File: config.mk
export PLATFORM = sky130hd
export DESIGN_NAME = cp0_regfile
export DESIGN_NICKNAME = d
export VERILOG_FILES = /design/src/rtl/cp0_regfile.sv
export SDC_FILE = /design/constraint.sdc
export NUM_CORES = 1
export LEC_CHECK = 0
export ABC_AREA = 0
export BUFFER_PORTS_ARGS = -buffer_cell sky130_fd_sc_hd__buf_2
export CAP_MARGIN = 10
export CORE_MARGIN = 2
export CORE_UTILIZATION = 53
export CTS_BUF_LIST = sky130_fd_sc_hd__clkbuf_8
export DETAILED_ROUTE_END_ITERATION = 12
export PLACE_DENSITY_LB_ADDON = 0.25
export SYNTH_ARGS = -nofsm -noshare
export SYNTH_HDL_FRONTEND = slang
export SYNTH_SLANG_ARGS = --single-unit
export TNS_END_PERCENT = 10
File: constraint.sdc
create_clock -name clk -period 2.9 [get_ports clk]
set_clock_uncertainty 0.2 [all_clocks]
set_input_delay 0.29 -clock clk [delete_from_list [all_inputs] [get_ports clk]]
set_output_delay 0.29 -clock clk [all_outputs]
set_load 0.005 [all_outputs]
File: src/rtl/cp0_regfile.sv
// MIPS CP0 register file: BadVAddr, Count, Compare, Status, Cause, EPC.
// Define CP0_TIMER_INT_EN to build the Count/Compare timer and its interrupt (TI).
module cp0_regfile (
  input  logic        clk,
  input  logic        resetn,
  input  logic [5:0]  hw_int,
  input  logic        mtc0_we,
  input  logic [4:0]  mtc0_addr,
  input  logic [31:0] mtc0_wdata,
  input  logic [4:0]  mfc0_addr,
  output logic [31:0] mfc0_rdata,
  input  logic        wr_exp,
  input  logic [4:0]  exp_code,
  input  logic [31:0] epc,
  input  logic        exp_bd,
  input  logic        badvaddr_we,
  input  logic [31:0] badvaddr,
  input  logic        clear_exl,
  output logic [31:0] epc_out,
  output logic        allow_int,
  output logic [7:0]  interrupt_flag
);

  localparam logic [4:0] AddrBadVAddr = 5'd8;
  localparam logic [4:0] AddrCount    = 5'd9;
  localparam logic [4:0] AddrCompare  = 5'd11;
  localparam logic [4:0] AddrStatus   = 5'd12;
  localparam logic [4:0] AddrCause    = 5'd13;
  localparam logic [4:0] AddrEpc      = 5'd14;

  logic [7:0]  im_q;
  logic        exl_q;
  logic        ie_q;
  logic        bd_q;
  logic [5:0]  ip_hw_q;
  logic [1:0]  ip_sw_q;
  logic [4:0]  exc_code_q;
  logic [31:0] epc_q;
  logic [31:0] badvaddr_q;
  logic        ti;
  logic [31:0] count_rd;
  logic [31:0] compare_rd;
  logic        mtc0_ok;

  // An MTC0 alongside an exception or ERET belongs to a flushed instruction.
  assign mtc0_ok = mtc0_we & ~wr_exp & ~clear_exl;

`ifdef CP0_TIMER_INT_EN
  logic [31:0] count_q;
  logic [31:0] compare_q;
  logic        toggle_q;
  logic        ti_q;

  always_ff @(posedge clk) begin
    if (!resetn) begin
      count_q   <= 32'd0;
      compare_q <= 32'd0;
      toggle_q  <= 1'b0;
      ti_q      <= 1'b0;
    end else begin
      if (mtc0_ok && mtc0_addr == AddrCount) begin
        count_q  <= mtc0_wdata;
        toggle_q <= 1'b0;
      end else begin
        toggle_q <= ~toggle_q;
        if (toggle_q) count_q <= count_q + 32'd1;
      end
      // Compare write clears TI and beats a same-cycle match.
      if (mtc0_ok && mtc0_addr == AddrCompare) begin
        compare_q <= mtc0_wdata;
        ti_q      <= 1'b0;
      end else if (count_q == compare_q) begin
        ti_q <= 1'b1;
      end
    end
  end

  assign ti         = ti_q;
  assign count_rd   = count_q;
  assign compare_rd = compare_q;
`else
  assign ti         = 1'b0;
  assign count_rd   = 32'd0;
  assign compare_rd = 32'd0;
`endif

  always_ff @(posedge clk) begin
    if (!resetn) begin
      im_q       <= 8'd0;
      exl_q      <= 1'b0;
      ie_q       <= 1'b0;
      bd_q       <= 1'b0;
      ip_hw_q    <= 6'd0;
      ip_sw_q    <= 2'd0;
      exc_code_q <= 5'd0;
      epc_q      <= 32'd0;
      badvaddr_q <= 32'd0;
    end else begin
      ip_hw_q <= {hw_int[5] | ti, hw_int[4:0]};
      if (badvaddr_we) badvaddr_q <= badvaddr;
      if (wr_exp) begin
        exc_code_q <= exp_code;
        exl_q      <= 1'b1;
        // wr_exp is level; only the first cycle of a nested-free entry captures EPC/BD.
        if (!exl_q) begin
          epc_q <= epc;
          bd_q  <= exp_bd;
        end
      end else if (clear_exl) begin
        exl_q <= 1'b0;
      end else if (mtc0_we) begin
        case (mtc0_addr)
          AddrStatus: begin
            im_q  <= mtc0_wdata[15:8];
            exl_q <= mtc0_wdata[1];
            ie_q  <= mtc0_wdata[0];
          end
          AddrCause: ip_sw_q <= mtc0_wdata[9:8];
          AddrEpc:   epc_q   <= mtc0_wdata;
          default: ;
        endcase
      end
    end
  end

  always_comb begin
    mfc0_rdata = 32'd0;
    case (mfc0_addr)
      AddrBadVAddr: mfc0_rdata = badvaddr_q;
      AddrCount:    mfc0_rdata = count_rd;
      AddrCompare:  mfc0_rdata = compare_rd;
      AddrStatus:   mfc0_rdata = {9'd0, 1'b1, 6'd0, im_q, 6'd0, exl_q, ie_q};
      AddrCause:    mfc0_rdata = {bd_q, ti, 14'd0, ip_hw_q, ip_sw_q, 1'b0, exc_code_q, 2'b00};
      AddrEpc:      mfc0_rdata = epc_q;
      default:      mfc0_rdata = 32'd0;
    endcase
  end

  assign epc_out        = epc_q;
  assign allow_int      = ie_q & ~exl_q;
  assign interrupt_flag = {ip_hw_q, ip_sw_q} & im_q;

endmodule

==> summary.txt <==
Run status
  • Status: completed

STA
  • Setup TNS: 0 ns
  • RSZ-0062 raised after global routing: no
  • F_max: 410.8 MHz
  • Tmin final: 2.434 ns
  • # setup viols final: 0
  • Pin slew with the least headroom to its limit: 1.006 ns
  • Final count of hold timing violations: 0
  • Max_slew headroom: 0.3294
  • Post-route setup slack: 0.4655 ns
  • Period Utilization, post-route: 0.8395
  • Slew Viols, Final: 0

Synthesis
  • YS warnings: 0
  • Asr flop ratio synth: 0
  • Synth Flop Type: dfxtp_1
  • Synth Register Bits: 88
  • Syn avg cell area: 9.208 µm²
  • Net Count, Synth: 605
  • Count of different cell masters after synthesis: 34
  • Post-Synthesis Cells: 481
  • Synthesized area: 4429 µm²
  • Number of flops mapped to enable cells by yosys: 0
  • Sequential fraction of the synthesis area: 0.3977

Place
  • # port buffers: 196
  • Pre-CTS WS: 0.4620 ns
  • Hpwl dp: 9263 µm
  • Placer Congestion: 0.8461

Floorplan
  • # IOs: 197
  • Chip height: 95.42 µm
  • Die ar.: 9104 µm²
  • Cell row count: 33
  • Core footprint: 8175 µm²
  • Starting Density: 0.5418
  • Die W: 95.42 µm

Power and ir drop
  • Leakage: 2.996 nW
  • VDD IR-drop max: 244.7 µV
  • PwrDens: 422.4 nW/µm²

Detailed routing
  • Wire length on met3: 1022 µm
  • DRT met1 WL: 5170 µm
  • WL met2: 6621 µm
  • Top Layer Used: met4
  • Routed wire per std cell: 16.36 µm
  • Final ANT Viol Nets: 0
  • DR pass1 iterations: 7
  • Initial DRC count: 149
  • Routed vias: 4400
  • Final WL: 13280 µm
  • DR vias/cell: 5.419
  • DRC: 0

Worst setup path
  • FF-to-FF Start: exl_q$_SDFFE_PN0P_
  • CP startpoint: mfc0_addr[0]
  • Critical Path End Type: primary output
  • Worst Setup Path Type: in -> out
  • Crit-path max FO: 21
  • Reg2reg setup slack: 1.31 ns
  • Critical Path Start Type: input pin
  • Critical path required time: 2.41 ns
  • CP Data Arrival Time: 1.94 ns

GRT
  • Largest net degree at the start of global routing: 51
  • GR Overflow Total: 0
  • Initial antenna violation count: 0
  • First-pass GRT wire length: 20910 µm
  • Tot GR Track Use: 0.2983
  • Vias in the first global route: 4521

Clocking
  • Clock slew at reported path FFs: 0.08 ns
  • Clk buf depth: 2
  • Cts bufs inserted: 9
  • CTS Root Cell: clkbuf_8
  • Clk sink count: 88
  • H-tree depth: 3
  • Clock latency on the worst-skew pair: 0.34 ns
  • CTS tree: built

Cells and area
  • ANT cells: 0
  • Nets: 827
  • Share of cells above drive strength 1: 0.3649
  • Synthesis-to-layout area growth: 35.51%

Hold path
  • Hold Startpoint: badvaddr[11]
  • Hold Path Class: in -> reg

Job
  • Max-cap check violation count: 0
==> Yosys cell counts (all sizes together), types with 2 or more instances <==
cell | number | area [µm²]
a21oi | 2 | 10.01
a221o | 6 | 60.06
a22o | 15 | 131.4
and2 | 19 | 121.4
and3 | 6 | 37.54
buf | 20 | 155.2
clkbuf | 18 | 67.56
dfxtp | 88 | 1762
inv | 10 | 37.54
mux2 | 32 | 360.4
mux2i | 81 | 810.8
nand2 | 84 | 315.3
nand3 | 29 | 145.1
nor2 | 41 | 156.4
nor2b | 4 | 25.02
nor4b | 2 | 23.77
o2111ai | 8 | 70.07
o21ai | 5 | 25.02
==> final timing paths <==
kind,to,cells past startpoint
max,mfc0_rdata[31],5
min,badvaddr_q[11]$_SDFFE_PN0P_,3
max reg2reg,epc_out[21]$_SDFFE_PN0P_,4
min reg2reg,im_q[6]$_SDFFE_PN0P_,2
==> layout by cell type, fill, tap and decap left out <==
master         Yosys  routed
o21ai_0            5       5
buf_2             10     196
and4bb_1           1       1
nor2b_1            4       4
nand2b_1           1       1
clkinv_2           0       4
and3_1             6       6
o2111ai_1          8       8
mux2_2            32      32
a221o_1            6       6
or4_1              1       1
and3b_1            1       1
nor4b_2            1       2
dlygate4sd3_1      0      43
a21oi_1            2       2
a41oi_4            1       1
a22o_1            15      15
nor2_2             1       1
nand3_1           29      29
and2_4             1       1
mux2i_1           81      81
and4b_1            1       1
and2_1            18      18
clkbuf_8           0      11
buf_4              2      10
nor3b_1            1       1
or4b_1             1       1
nand4b_1           1       1
inv_1             10      10
nor2_1            40      40
nand2_1           84      84
o311ai_0           1       1
dfxtp_1           88      88
nand3b_1           1       1
==> layout make-up <==
cell class | instances | area (µm²)
clock buffers | 11 | 151.4
repair buffers | 249 | 1486
well taps | 105 | 131.4
multi-input cells | 345 | 2414
flip-flops and latches | 88 | 1762
fillers | 642 | 2173
inverters | 10 | 37.54
clock inverters | 4 | 20.02
==> cells by family (layout without fill, tap and decap cells) <==
kind of cell | count (synthesis) | count (layout) | share of synthesized area
and+or+nand+nor | 194 | 194 | 0.2040
muxes | 113 | 113 | 0.2644
DFF | 88 | 88 | 0.3977
buffers and inverters | 48 | 274 | 0.05876
AOI/OAI and AO/OA | 38 | 38 | 0.07514
==> worst max-delay path, stage by stage <==
cell and delay (ns):
buf_2 0.21, nor2b_1 0.63, and2_4 0.46, a221o_1 0.22, buf_2 0.11
==> layer usage <==
| metal | vias up | GRT usage |
|---|---|---|
| li1 | 2109 | - |
| met1 | 2035 | 0.3423 |
| met2 | 216 | 0.5200 |
| met3 | 40 | 0.06719 |
| met4 | 0 | 0.1512 |
| met5 | - | 0 |
==> power by group <==
| group | switching (mW) | total (mW) | leakage (nW) | internal (mW) |
|---|---|---|---|---|
| Clock | 0.414 | 0.762 | 0.0947 | 0.348 |
| Combinational | 0.207 | 0.447 | 2.18 | 0.240 |
| Sequential | 0.0484 | 1.33 | 0.724 | 1.28 |
| Total | 0.669 | 2.54 | 3.00 | 1.87 |
==> timing repair <==
item,4_1_cts,5_1_grt
setup buffers,0,0
hold endpoints to repair,43,0
resized for setup,0,0
hold buffers,43,0
==> stage by stage <==
stage	instance area, µm²	power [mW]	std cells	util	hold WS [ns]
floorplan	4429	1.579	481	-	0.2173
global placement	5400	1.734	754	0.6605	0.2527
detailed placement	5400	1.751	754	0.6605	0.2652
CTS	6002	2.549	812	0.7342	0.0007895
global route	6002	2.652	812	0.7342	0.007102
finish	6002	2.535	812	0.7342	0.01312
==> flip-flops by register name, indices dropped and copies added, names as in the netlist <==
name,cells
bd_q,1
epc_out,32
exl_q,1
exc_code_q,5
ip_hw_q,6
badvaddr_q,32
ip_sw_q,2
im_q,8
ie_q,1
Note: power is estimated with default switching activity, not from simulation.
